[src/rtl/pkt_rx_check.sv]
// pkt_rx_check: framing checker for a head/data/tail packet stream.
// For each packet that closes, good or aborted, it reports the length
// (pkt_len) and an XOR checksum (pkt_csum). It flags framing errors:
//   1 = orphan beat, 2 = nested head, 3 = overlength.
// It also keeps saturating counters of good packets and error events.
// Optional feature: define PKT_RX_CHECKSUM_EN to build the checksum
// accumulator. Without it pkt_csum is tied to zero.
module pkt_rx_check #(
    parameter int DATA_W  = 8,
    parameter int MAX_LEN = 16,
    parameter int CNT_W   = 8,
    localparam int LEN_W  = $clog2(MAX_LEN + 1)
) (
    input  logic              clk,
    input  logic              reset_n,
    input  logic              valid,
    input  logic              head,
    input  logic              tail,
    input  logic [DATA_W-1:0] data,
    output logic              in_pkt,
    output logic              pkt_done,
    output logic              pkt_ok,
    output logic [LEN_W-1:0]  pkt_len,
    output logic [DATA_W-1:0] pkt_csum,
    output logic              err_valid,
    output logic [1:0]        err_code,
    output logic [CNT_W-1:0]  pkt_cnt,
    output logic [CNT_W-1:0]  err_cnt
);

    typedef enum logic [1:0] {
        S_IDLE  = 2'd0,
        S_BODY  = 2'd1,
        S_DRAIN = 2'd2
    } state_e;

    state_e              state_q, state_d;
    logic [LEN_W-1:0]    len_q, len_d, len_inc_s;
    logic [DATA_W-1:0]   acc_q, acc_d;
    logic [DATA_W-1:0]   csum_q, csum_d;
    logic                in_pkt_q, done_q, done_d, ok_q, ok_d, err_q, err_d;
    logic [LEN_W-1:0]    plen_q, plen_d;
    logic [1:0]          code_q, code_d;
    logic [CNT_W-1:0]    pkt_cnt_q, pkt_cnt_d, err_cnt_q, err_cnt_d;

    assign len_inc_s = len_q + LEN_W'(1);

    // Next-state, packet bookkeeping and report decode for the sampled beat.
    always_comb begin
        state_d = state_q;
        len_d   = len_q;
        acc_d   = acc_q;
        done_d  = 1'b0;
        ok_d    = 1'b0;
        err_d   = 1'b0;
        plen_d  = plen_q;
        csum_d  = csum_q;
        code_d  = code_q;
        case (state_q)
            S_IDLE: begin
                if (valid && head) begin
                    state_d = S_BODY;
                    len_d   = LEN_W'(1);
                    acc_d   = data;
                end else if (valid) begin
                    err_d  = 1'b1;
                    code_d = 2'd1;
                end else begin
                    state_d = S_IDLE;
                end
            end
            S_BODY: begin
                if (valid && head) begin
                    // Abort the open packet and restart from this beat.
                    done_d = 1'b1;
                    err_d  = 1'b1;
                    code_d = 2'd2;
                    plen_d = len_q;
                    csum_d = acc_q;
                    len_d  = LEN_W'(1);
                    acc_d  = data;
                end else if (valid && tail) begin
                    // len_q never exceeds MAX_LEN-1 here, so the tail always fits.
                    done_d  = 1'b1;
                    ok_d    = 1'b1;
                    plen_d  = len_inc_s;
                    csum_d  = acc_q ^ data;
                    state_d = S_IDLE;
                end else if (valid && (len_inc_s == LEN_W'(MAX_LEN))) begin
                    done_d  = 1'b1;
                    err_d   = 1'b1;
                    code_d  = 2'd3;
                    plen_d  = LEN_W'(MAX_LEN);
                    csum_d  = acc_q ^ data;
                    state_d = S_DRAIN;
                end else if (valid) begin
                    len_d = len_inc_s;
                    acc_d = acc_q ^ data;
                end else begin
                    state_d = S_BODY;
                end
            end
            S_DRAIN: begin
                if (valid && head) begin
                    state_d = S_BODY;
                    len_d   = LEN_W'(1);
                    acc_d   = data;
                end else if (valid && tail) begin
                    state_d = S_IDLE;
                end else begin
                    state_d = S_DRAIN;
                end
            end
            default: begin
                state_d = S_IDLE;
            end
        endcase
    end

    // Saturating statistics, updated together with the report pulse.
    always_comb begin
        pkt_cnt_d = pkt_cnt_q;
        err_cnt_d = err_cnt_q;
        if (done_d && ok_d && (pkt_cnt_q != {CNT_W{1'b1}})) begin
            pkt_cnt_d = pkt_cnt_q + CNT_W'(1);
        end else begin
            pkt_cnt_d = pkt_cnt_q;
        end
        if (err_d && (err_cnt_q != {CNT_W{1'b1}})) begin
            err_cnt_d = err_cnt_q + CNT_W'(1);
        end else begin
            err_cnt_d = err_cnt_q;
        end
    end

    // State, length and registered outputs.
    always_ff @(posedge clk or negedge reset_n) begin
        if (!reset_n) begin
            state_q   <= S_IDLE;
            len_q     <= {LEN_W{1'b0}};
            in_pkt_q  <= 1'b0;
            done_q    <= 1'b0;
            ok_q      <= 1'b0;
            err_q     <= 1'b0;
            plen_q    <= {LEN_W{1'b0}};
            code_q    <= 2'd0;
            pkt_cnt_q <= {CNT_W{1'b0}};
            err_cnt_q <= {CNT_W{1'b0}};
        end else begin
            state_q   <= state_d;
            len_q     <= len_d;
            in_pkt_q  <= (state_d == S_BODY);
            done_q    <= done_d;
            ok_q      <= ok_d;
            err_q     <= err_d;
            plen_q    <= plen_d;
            code_q    <= code_d;
            pkt_cnt_q <= pkt_cnt_d;
            err_cnt_q <= err_cnt_d;
        end
    end

`ifdef PKT_RX_CHECKSUM_EN
    // Checksum accumulator and reported checksum register.
    always_ff @(posedge clk or negedge reset_n) begin
        if (!reset_n) begin
            acc_q  <= {DATA_W{1'b0}};
            csum_q <= {DATA_W{1'b0}};
        end else begin
            acc_q  <= acc_d;
            csum_q <= csum_d;
        end
    end
`else
    // No accumulator: the checksum path collapses to constant zero.
    logic unused_csum_s;
    assign acc_q         = {DATA_W{1'b0}};
    assign csum_q        = {DATA_W{1'b0}};
    assign unused_csum_s = ^{acc_d, csum_d};
`endif

    assign in_pkt    = in_pkt_q;
    assign pkt_done  = done_q;
    assign pkt_ok    = ok_q;
    assign pkt_len   = plen_q;
    assign pkt_csum  = csum_q;
    assign err_valid = err_q;
    assign err_code  = code_q;
    assign pkt_cnt   = pkt_cnt_q;
    assign err_cnt   = err_cnt_q;

endmodule

[config.mk]
export PLATFORM = sky130hd
export DESIGN_NAME = pkt_rx_check
export DESIGN_NICKNAME = d
export VERILOG_FILES = /design/src/rtl/pkt_rx_check.sv
export SDC_FILE = /design/constraint.sdc
export NUM_CORES = 1
export LEC_CHECK = 0
export ABC_AREA = 1
export ABC_CLOCK_PERIOD_IN_PS = 4900
export BUFFER_PORTS_ARGS = -buffer_cell sky130_fd_sc_hd__buf_4
export CAP_MARGIN = 25
export CORE_MARGIN = 2
export CORE_UTILIZATION = 35
export CTS_CLUSTER_SIZE = 16
export DETAILED_ROUTE_END_ITERATION = 10
export SLEW_MARGIN = 20
export SYNTH_ARGS = -nofsm -noshare
export SYNTH_HDL_FRONTEND = slang
export SYNTH_SLANG_ARGS = --single-unit
[constraint.sdc]
create_clock -name clk -period 4.9 [get_ports clk]
set_input_delay 0.245 -clock clk [delete_from_list [all_inputs] [get_ports clk]]
set_output_delay 0.245 -clock clk [all_outputs]
set_load 0.05 [all_outputs]
# Word level (Yosys, flattened, before mapping)

Cells that the tools add are included.

Register bits after elaboration: 34
Bits in latches: 0
Memory bits (writable): 0
Memory bits (read-only): 0
Input bits: 13
Output and inout bits: 35
Logic and storage cells: 76
Memories kept: 0

Add/sub/neg operators: 3
$mul: 0
Div/mod/pow operators: 0
Magnitude comparators: 0
Equal/unequal tests: 13
Shift operators: 0
Multiplexer cells: 36
Bitwise gates (word level): 0
Reduce and logical (&&, ||, !) cells: 14

Operators with widths:

| cell                | count |
|---|---|
| $mux 5              | 8 |
| $mux 2              | 13 |
| $add 8x1->8 const B | 2 |
| $ne 8x8->1 const B  | 2 |
| $ne 3x3->1 const B  | 4 |
| $mux 1              | 11 |
| $pmux 5 s2          | 1 |
| $reduce_and 5->1    | 2 |
| $logic_and 1x1->1   | 6 |
| $pmux 2 s3          | 1 |
| $add 5x1->5 const B | 1 |
| $eq 5x5->1 const B  | 1 |
| $eq 2x1->1 const B  | 2 |
| $ne 2x2->1 const B  | 2 |
| $pmux 2 s2          | 1 |
| $reduce_bool 2->1   | 2 |
| $reduce_bool 3->1   | 1 |
| $eq 2x2->1 const B  | 1 |
| $logic_not 2->1     | 1 |
| $ne 2x1->1 const B  | 1 |
| $pmux 1 s2          | 1 |
| $reduce_and 2->1    | 1 |
| $reduce_or 2->1     | 1 |

# Longest topological paths before layout

Gate-level depths: netlist of run 1.

Depth after elaboration: 9
Gate-level depth with buffers: 11
Gate-level depth less buffers: 11

# Least setup slack after synthesis of run 1

Ideal clock, no wire load.

Path type: flip-flop to flip-flop
Start point: reg pkt_cnt_q[1] (netlist: pkt_cnt[1])
End point: reg pkt_cnt_q[6] (netlist: pkt_cnt[6])
Library setup time: 0.144 ns
Arrival: 1.721 ns
Data required time: 4.756 ns
Setup slack: 3.035 ns
Stages on the path, launching flop included: 8
Buffers on the path: 0
Clock period less this slack: 1.865 ns
Path through: dfrtp_1 > ha_1 > nand3_2 > nor2_1 > nand4_2 > nand2_4 > nor2_4 > xor2_2

Word-level cells in the longest chain between the ends: 2
Elaborated cells between the ends (all ways): 3
Those cells by class: 1 x add/sub; 1 x eq/ne; 1 x reduce/logical

Ends and longest elaborated chain:

| what                                                                | line | text |
|---|---|---|
| from (decl)                                                         | 44   | `logic [CNT_W-1:0] pkt_cnt_q, pkt_cnt_d, err_cnt_q, err_cnt_d;` |
| from (signal assigned)                                              | 147  | `pkt_cnt_q <= {CNT_W{1'b0}};` |
| from (signal assigned)                                              | 158  | `pkt_cnt_q <= pkt_cnt_d;` |
| parallel branches: the longest is 2 deep, another holds $add 8x1->8 | n/a  |  |

Parallel ways; which one is timed is not known.
A chain may end at the register's enable or synchronous reset.

# Worst setup path in the final report of run 1

Start point: reg len_q[0]
End point: reg err_cnt_q[0] (netlist: err_cnt[0])

Word-level cells in the longest chain between the ends: 8

Ends and longest elaborated chain:

| what                   | line | text |
|---|---|---|
| from (decl)            | 38   | `logic [LEN_W-1:0] len_q, len_d, len_inc_s;` |
| from (signal assigned) | 140  | `len_q <= {LEN_W{1'b0}};` |
| from (signal assigned) | 151  | `len_q <= len_d;` |
| $add 5x1->5            | 46   | `assign len_inc_s = len_q + LEN_W'(1);` |
| $eq 5x5->1             | 89   | `end else if (valid && (len_inc_s == LEN_W'(MAX_LEN))) begin` |
| $logic_and 1x1->1      | 89   |  |
| $mux 1                 | 89   |  |
| $mux 1                 | 82   | `end else if (valid && tail) begin` |
| $mux 1                 | 73   | `if (valid && head) begin` |
| $pmux 1 s2             | 59   | `case (state_q)` |
| $logic_and 1x1->1      | 129  | `if (err_d && (err_cnt_q != {CNT_W{1'b1}})) begin` |
| to (signal assigned)   | 148  | `err_cnt_q <= {CNT_W{1'b0}};` |
| to (signal assigned)   | 159  | `err_cnt_q <= err_cnt_d;` |
| to (decl)              | 44   |  |

Every way passes these cells.

==> impl_metrics.yaml, run 1 <==
run_status:
  outcome: "completed"
synthesis:
  yosysMostFrequentCell: "nand2_1"
  synthMuxAreaShare: 0
  ys_warn_count: 0
  synth_largest_area_cell: "dfrtp_1"
  syn_avg_cell_area_um2: 8.584
  synth_compound_area_frac: 0.05729
  yosys.area_share.simple: 0.3495
  ys_seq_area_frac: 0.4328
  synth_top_area_share: 0.4328
  synth-xor-area-share: 0.05665
  ys_types: 32
  yosys-top-cells-count: "nand2_1 (71), dfrtp_1 (34), inv_1 (18), nand3_1 (16)"
  syn_area_mm2: 0.001966
  synth_top_family_by_area: "simple AND/OR/NAND/NOR gates"
  synth_edf_count: 0
  synthArstFlopShare: 1.000
  ys.flop_type: "dfrtp_1"
  ys_top_cells_by_area: "dfrtp_1 (43%), nand2_1 (14%), nand3_1 (4.1%)"
  synthAdderAreaFrac: 0.02546
  ys_ff_latch: 34
  syn_inst: 229
setup_path:
  worstPathMaxFanout: 10
  start_kind: "register"
  worstSetupEndpointType: "register"
  worstPathCellList: "ha_1 > inv_1 > nand2_1 > nand2_1 > nor2_2 > nand3_2 > nand2_4 > nand3_4 > nand2_1 > nand2_1"
  cpMostUsedCell: "nand2_1"
  critical_path_required_ns: 5.08
  critPathMaxStageDelay_ns: 0.47
  path_class: "reg2reg"
  cp_slowest_cell: "dfrtp_1"
  arrival_ns: 1.97
placed_design:
  portBuffers: 31
  gp_congestion: 0.8725
  dp_hpwl_um: 2800
  dpl_worst_slack_ns: 3.099
sta:
  hold_viol_final: 0
  final-max-slew-violation-count: 0
  timing.final.crit_share: 0.3665
  setup_viol: 0
  layout_setup_ws_ns: 3.104
  fmax_ghz: 0.5568
  skew_ns: 0.003570
  setup_tns_ns: 0
  rsz0062_at_grt: "false"
  layout_min_cycle_time_ns: 1.796
route:
  drt_iter0_drc: 98
  firstDrtPassIters: 4
  vias: 1574
  drc: 0
  wirelength_um: 3931
  drtAntennaViolNets: 0
  viasPerCell: 4.671
  wire_per_inst_um: 11.66
cells_and_area:
  antenna_cells: 0
  area_growth_pct: 18.46
  fin_nets: 282
  fill_cells: 570
  drive_gt1_frac: 0.2302
flow_run:
  max_cap_violations: 0
clocking:
  cts-root-buf: "clkbuf_8"
  max-clock-path-buffers: 2
  htreeDepth: 2
  cts_buffers: 5
  worstSkewPairLatency_ns: 0.28
  cts.sinks: 34
  cts.clk_slew.worst_paths_ns: 0.06
  cts_tree: "yes"
power:
  ir_drop_v: 0.0002649
  leakage_nw: 1.212
  p_per_area_mw_per_mm2: 432.8
hold_path:
  hold_path_class: "in2reg"
floorplan:
  io_pins: 48
  start_util: 0.3592
  die_w_um: 78.94
  rows: 27
  fp.dieArea_mm2: 0.006232
  dieHeight_um: 78.94
  core_area_mm2: 0.005473
global_route:
  grt_pass1_wl_um: 7038
  grt_max_degree: 35
  grt.total_usage: 0.1444
  grt_pass1_vias: 1541
  grt-ovfl-total: 0
  antenna_found_initial: 0
sequential cells by signal, indices dropped and copies added, names as in the netlist:
signal,count
err_cnt,8
err_code,2
err_valid,1
in_pkt,1
len_q,5
pkt_cnt,8
pkt_done,1
pkt_len,5
pkt_ok,1
state_q,2
layout make-up:
class                      instances  area (um2)  area share
inverter                          20       77.57     0.03332
timing repair buffer              32       242.7      0.1042
sequential                        34       850.8      0.3654
tap                               72       90.09     0.03869
multi-input combinational        172       991.0      0.4256
clock buffer                       7       76.32     0.03278
worst max-delay path, delay by kind of cell, from the launching register on:
family,cells,cell delay (ns)
and+or+nand+nor,8,0.92
DFF,1,0.47
adders and majority gates,1,0.26
buffers and inverters,1,0.05
cell usage in the layout, fill, tap and decap left out, types with 2 or more instances in the layout:
| cell | instances |
|---|---|
| ha_1 | 4 |
| nor2_1 | 10 |
| xnor2_1 | 3 |
| clkbuf_1 | 2 |
| conb_1 | 8 |
| buf_4 | 31 |
| clkbuf_8 | 5 |
| dfrtp_1 | 34 |
| nand3_1 | 16 |
| nand3b_1 | 3 |
| nor3_1 | 2 |
| inv_1 | 18 |
| a21boi_0 | 2 |
| nand2_4 | 5 |
| xor2_2 | 2 |
| nor2_4 | 3 |
| nand3_2 | 3 |
| o21ai_1 | 4 |
| xor2_1 | 6 |
| a21oi_1 | 4 |
| o21ai_0 | 2 |
| nand2_2 | 5 |
| a22oi_1 | 2 |
| nand4_1 | 10 |
| o22ai_1 | 2 |
| nand2_1 | 71 |
routing by layer:
layer	up-vias	share of wire	GRT usage
met1	744	0.47	0.1890
met2	25	0.47	0.2282
li1	799	-	-
met5	-	0	0
met3	6	0.043	0.03864
met4	0	0.017	0.05690
cells by family (layout without fill, tap and decap cells):
logic type                 Yosys count  after routing
AOI/OAI and AO/OA                   17             17
xor gates and xnor gates            11             11
adders and majority gates            4              4
buffers and inverters               30             59
DFF                                 34             34
other                                1              8
and+or+nand+nor                    132            132
repair_timing:
action                    4_1_cts  5_1_grt
setup buffers                   0        0
hold buffers                    1        0
hold endpoints to repair       34        0
resized for setup               0        0
final timing paths:
path                             from          to  slack, ns  cells after the start
hold / removal                   head      pkt_ok       0.34                      4
max in group asynchronous     reset_n  pkt_cnt[2]       4.13                      2
setup reg to reg             len_q[0]  err_cnt[0]       3.10                     10
setup / recovery             len_q[0]  err_cnt[0]       3.10                     10
min in group asynchronous     reset_n  err_cnt[2]       0.44                      2
hold reg to reg            pkt_len[3]  pkt_len[3]       0.49                      2
per-stage QoR:
| step | instances | cell area, um2 | total power, W | hold WS [ns] | util |
|---|---|---|---|---|---|
| after detailed placement | 329 | 2242 | 0.0008224 | 0.2326 | 0.4097 |
| after global routing | 337 | 2328 | 0.001080 | 0.3446 | 0.4255 |
| final | 337 | 2328 | 0.001008 | 0.3435 | 0.4255 |
| after floorplan | 236 | 1992 | 0.0007062 | -0.05059 | - |
| after CTS | 337 | 2328 | 0.001021 | 0.3338 | 0.4255 |
| after global placement | 329 | 2242 | 0.0008159 | 0.2323 | 0.4097 |
where the power goes:
group	switching (W)	total (W)	internal, W
clock	0.0000954	0.000193	0.0000977
combinational	0.000293	0.000417	0.000124
sequential	0.0000636	0.000398	0.000334
Power figures use the tool's default switching activity.
==> run 2: changes to the inputs <==
ABC_AREA = 0   (was 1)
ABC_CLOCK_PERIOD_IN_PS = 1700   (was 4900)
clock period = 1.7 ns   (was 4.9 ns; I/O delays follow)
==> impl_metrics.yaml, run 2 <==
run_status:
  outcome: "finished with violations"
  violations: "setup timing"
floorplan:
  core_area_mm2: 0.005107
  die_w_um: 76.64
  dieHeight_um: 76.64
  start_util: 0.3616
  rows: 26
  io_pins: 48
  fp.dieArea_mm2: 0.005874
setup_path:
  critical_path_required_ns: 1.87
  worstSetupEndpointType: "register"
  worstPathCellList: "ha_4 > o21a_1 > a221o_1 > o21ai_4 > or3b_1 > mux2_4"
  arrival_ns: 2.24
  cp_slowest_cell: "dfrtp_2"
  path_class: "reg2reg"
  worstPathMaxFanout: 3
  start_kind: "register"
  cp_top_family: "compound AO/OA/AOI/OAI gates"
  critPathMaxStageDelay_ns: 0.42
  path_buf_inv: 0
global_route:
  grt-ovfl-total: 0
  antenna_found_initial: 0
  grt_pass1_vias: 1369
  grt.total_usage: 0.1456
  grt_pass1_wl_um: 6768
  grt_max_degree: 35
cells_and_area:
  area_growth_pct: 41.06
  layout_commonest_cell: "buf_4"
  drive_gt1_frac: 0.4219
  finalNonFillerCells: 326
  antenna_cells: 0
  final_cell_mix: "buf_4 (63), dfrtp_1 (28), nand2_1 (20)"
  fill_cells: 486
  design_area_mm2: 0.002605
  fin_nets: 272
placed_design:
  portBuffers: 31
  gp_congestion: 0.8335
  dp_hpwl_um: 2945
  placed_cells: 309
  placed_cell_area_mm2: 0.002360
sta:
  final-max-slew-violation-count: 0
  layout_setup_ws_ns: -0.3764
  rsz0062_at_grt: "true"
  hold_viol_final: 0
  timing.final.crit_share: 1.221
  skew_ns: 0.006452
  setup_viol: 23
  layout_min_cycle_time_ns: 2.076
  fmax_ghz: 0.4816
  worst_pin_slew_ns: 0.5466
  setup_tns_ns: -5.148
  slew_headroom: 0.6318
route:
  firstDrtPassIters: 4
  drc: 0
  wire_per_inst_um: 12.86
  drtAntennaViolNets: 0
  drt_iter0_drc: 123
  wirelength_um: 4193
  viasPerCell: 4.690
  vias: 1529
power:
  p_total_w: 0.003889
  ir_drop_v: 0.0006714
  p_per_area_mw_per_mm2: 1493
  leakage_nw: 1.198
clocking:
  worstSkewPairLatency_ns: 0.28
  cts_buffers: 5
  cts_tree: "yes"
  htreeDepth: 2
  cts-root-buf: "clkbuf_8"
  max-clock-path-buffers: 2
  cts.clk_slew.worst_paths_ns: 0.08
  cts.sinks: 34
flow_run:
  max_cap_violations: 0
synthesis:
  synthArstFlopShare: 1.000
  syn_inst: 188
  ys_top_cells_by_area: "dfrtp_1 (46%), xnor2_1 (5.2%), nand2_1 (4.5%)"
  syn_avg_cell_area_um2: 9.823
  ys_seq_area_frac: 0.4607
  synth_largest_area_cell: "dfrtp_1"
  synth_top_area_share: 0.4607
  yosysMostFrequentCell: "dfrtp_1"
  yosys-top-cells-count: "dfrtp_1 (34), nand2_1 (22), nand3_1 (11), o21ai_0 (11), xnor2_1 (11)"
  ys.flop_type: "dfrtp_1"
  synth_edf_count: 0
  ys_types: 46
  ys_ff_latch: 34
  ys_warn_count: 0
  syn_area_mm2: 0.001847
hold_path:
  hold_path_class: "in2reg"
## run 2: cell types whose count changed after synthesis, sizes merged, moves of 7 or more
cell	delta
inv	-16
mux2	+7
nand2	-59
nand3	-8
xnor2	+8
xor2	-7
## run 2: repair_timing
item / 4_1_cts / 5_1_grt
resized for setup: 1 / 24
pin swaps: 3 / 9
setup endpoints to repair: 27 / 33
cloned: 0 / 0
endpoints found under the hold margin: 34 / 0
setup buffers: 2 / 6
hold buffers: 1 / 0
## run 2: area by class of cell
class,instances,area (um2),area share
multi-input cells,141,1010,0.3876
clock buffers,6,82.58,0.03170
flip-flops and latches,34,858.3,0.3295
inverters,4,15.01,0.005764
well taps,70,87.58,0.03362
clock inverters,2,12.51,0.004803
repair buffers,69,539.3,0.2070
## run 2: routing by layer
| layer | up-vias | routed length [um] | global-route usage |
|---|---|---|---|
| li1 | 780 | - | - |
| met1 | 721 | 2068 | 0.2124 |
| met2 | 26 | 1966 | 0.2088 |
| met3 | 2 | 117 | 0.03791 |
| met4 | 0 | 40 | 0.04909 |
| met5 | - | 0 | 0 |
## run 2: through the flow
stage | setup WS (ns) | utilization | hold slack, ns
after floorplan | -0.4881 | - | -0.2106
after detailed placement | -0.3988 | 0.4620 | 0.06462
after global placement | -0.3739 | 0.4620 | 0.06272
after global routing | -0.4332 | 0.5100 | 0.3024
after CTS | -0.3906 | 0.4858 | 0.2722
final | -0.3764 | 0.5100 | 0.2759
## run 2: cells by family (layout without fill, tap and decap cells)
family	count (synthesis)	in the layout	share of synthesized area
AND/OR/NAND/NOR	69	69	0.1890
buffers and inverters	20	81	0.06165
XOR/XNOR	12	12	0.05691
flip-flops	34	34	0.4607
AO/OA/AOI/OAI	39	39	0.1470
adder cells (fa/ha/maj)	4	4	0.02710
multiplexers	9	9	0.05555
other	1	8	0.002031
## run 2: path summary, 6_finish.rpt
kind | from | end | slack, ns | cells after the start
max in group asynchronous | reset_n | pkt_cnt[0] | 1.06 | 2
max | len_q[0] | err_cnt[7] | -0.38 | 6
max reg2reg | len_q[0] | err_cnt[7] | -0.38 | 6
min | valid | pkt_len[1] | 0.28 | 4
min reg2reg | pkt_cnt[0] | pkt_cnt[0] | 0.49 | 1
min in group asynchronous | reset_n | len_q[4] | 0.29 | 2
## run 2: worst reg2reg max path, cell delays in order (launching register included)
cell and delay (ns):
dfrtp_2 0.42, ha_4 0.17, o21a_1 0.19, a221o_1 0.37, o21ai_4 0.14, or3b_1 0.37, mux2_4 0.30
## run 2: report_power, final
| group | switching [W] | total (W) | leakage (nW) | internal, W |
|---|---|---|---|---|
| clock network | 0.000300 | 0.000625 | 0.0472 | 0.000326 |
| registers | 0.000223 | 0.00127 | 0.429 | 0.00104 |
| logic | 0.00122 | 0.00200 | 0.722 | 0.000777 |
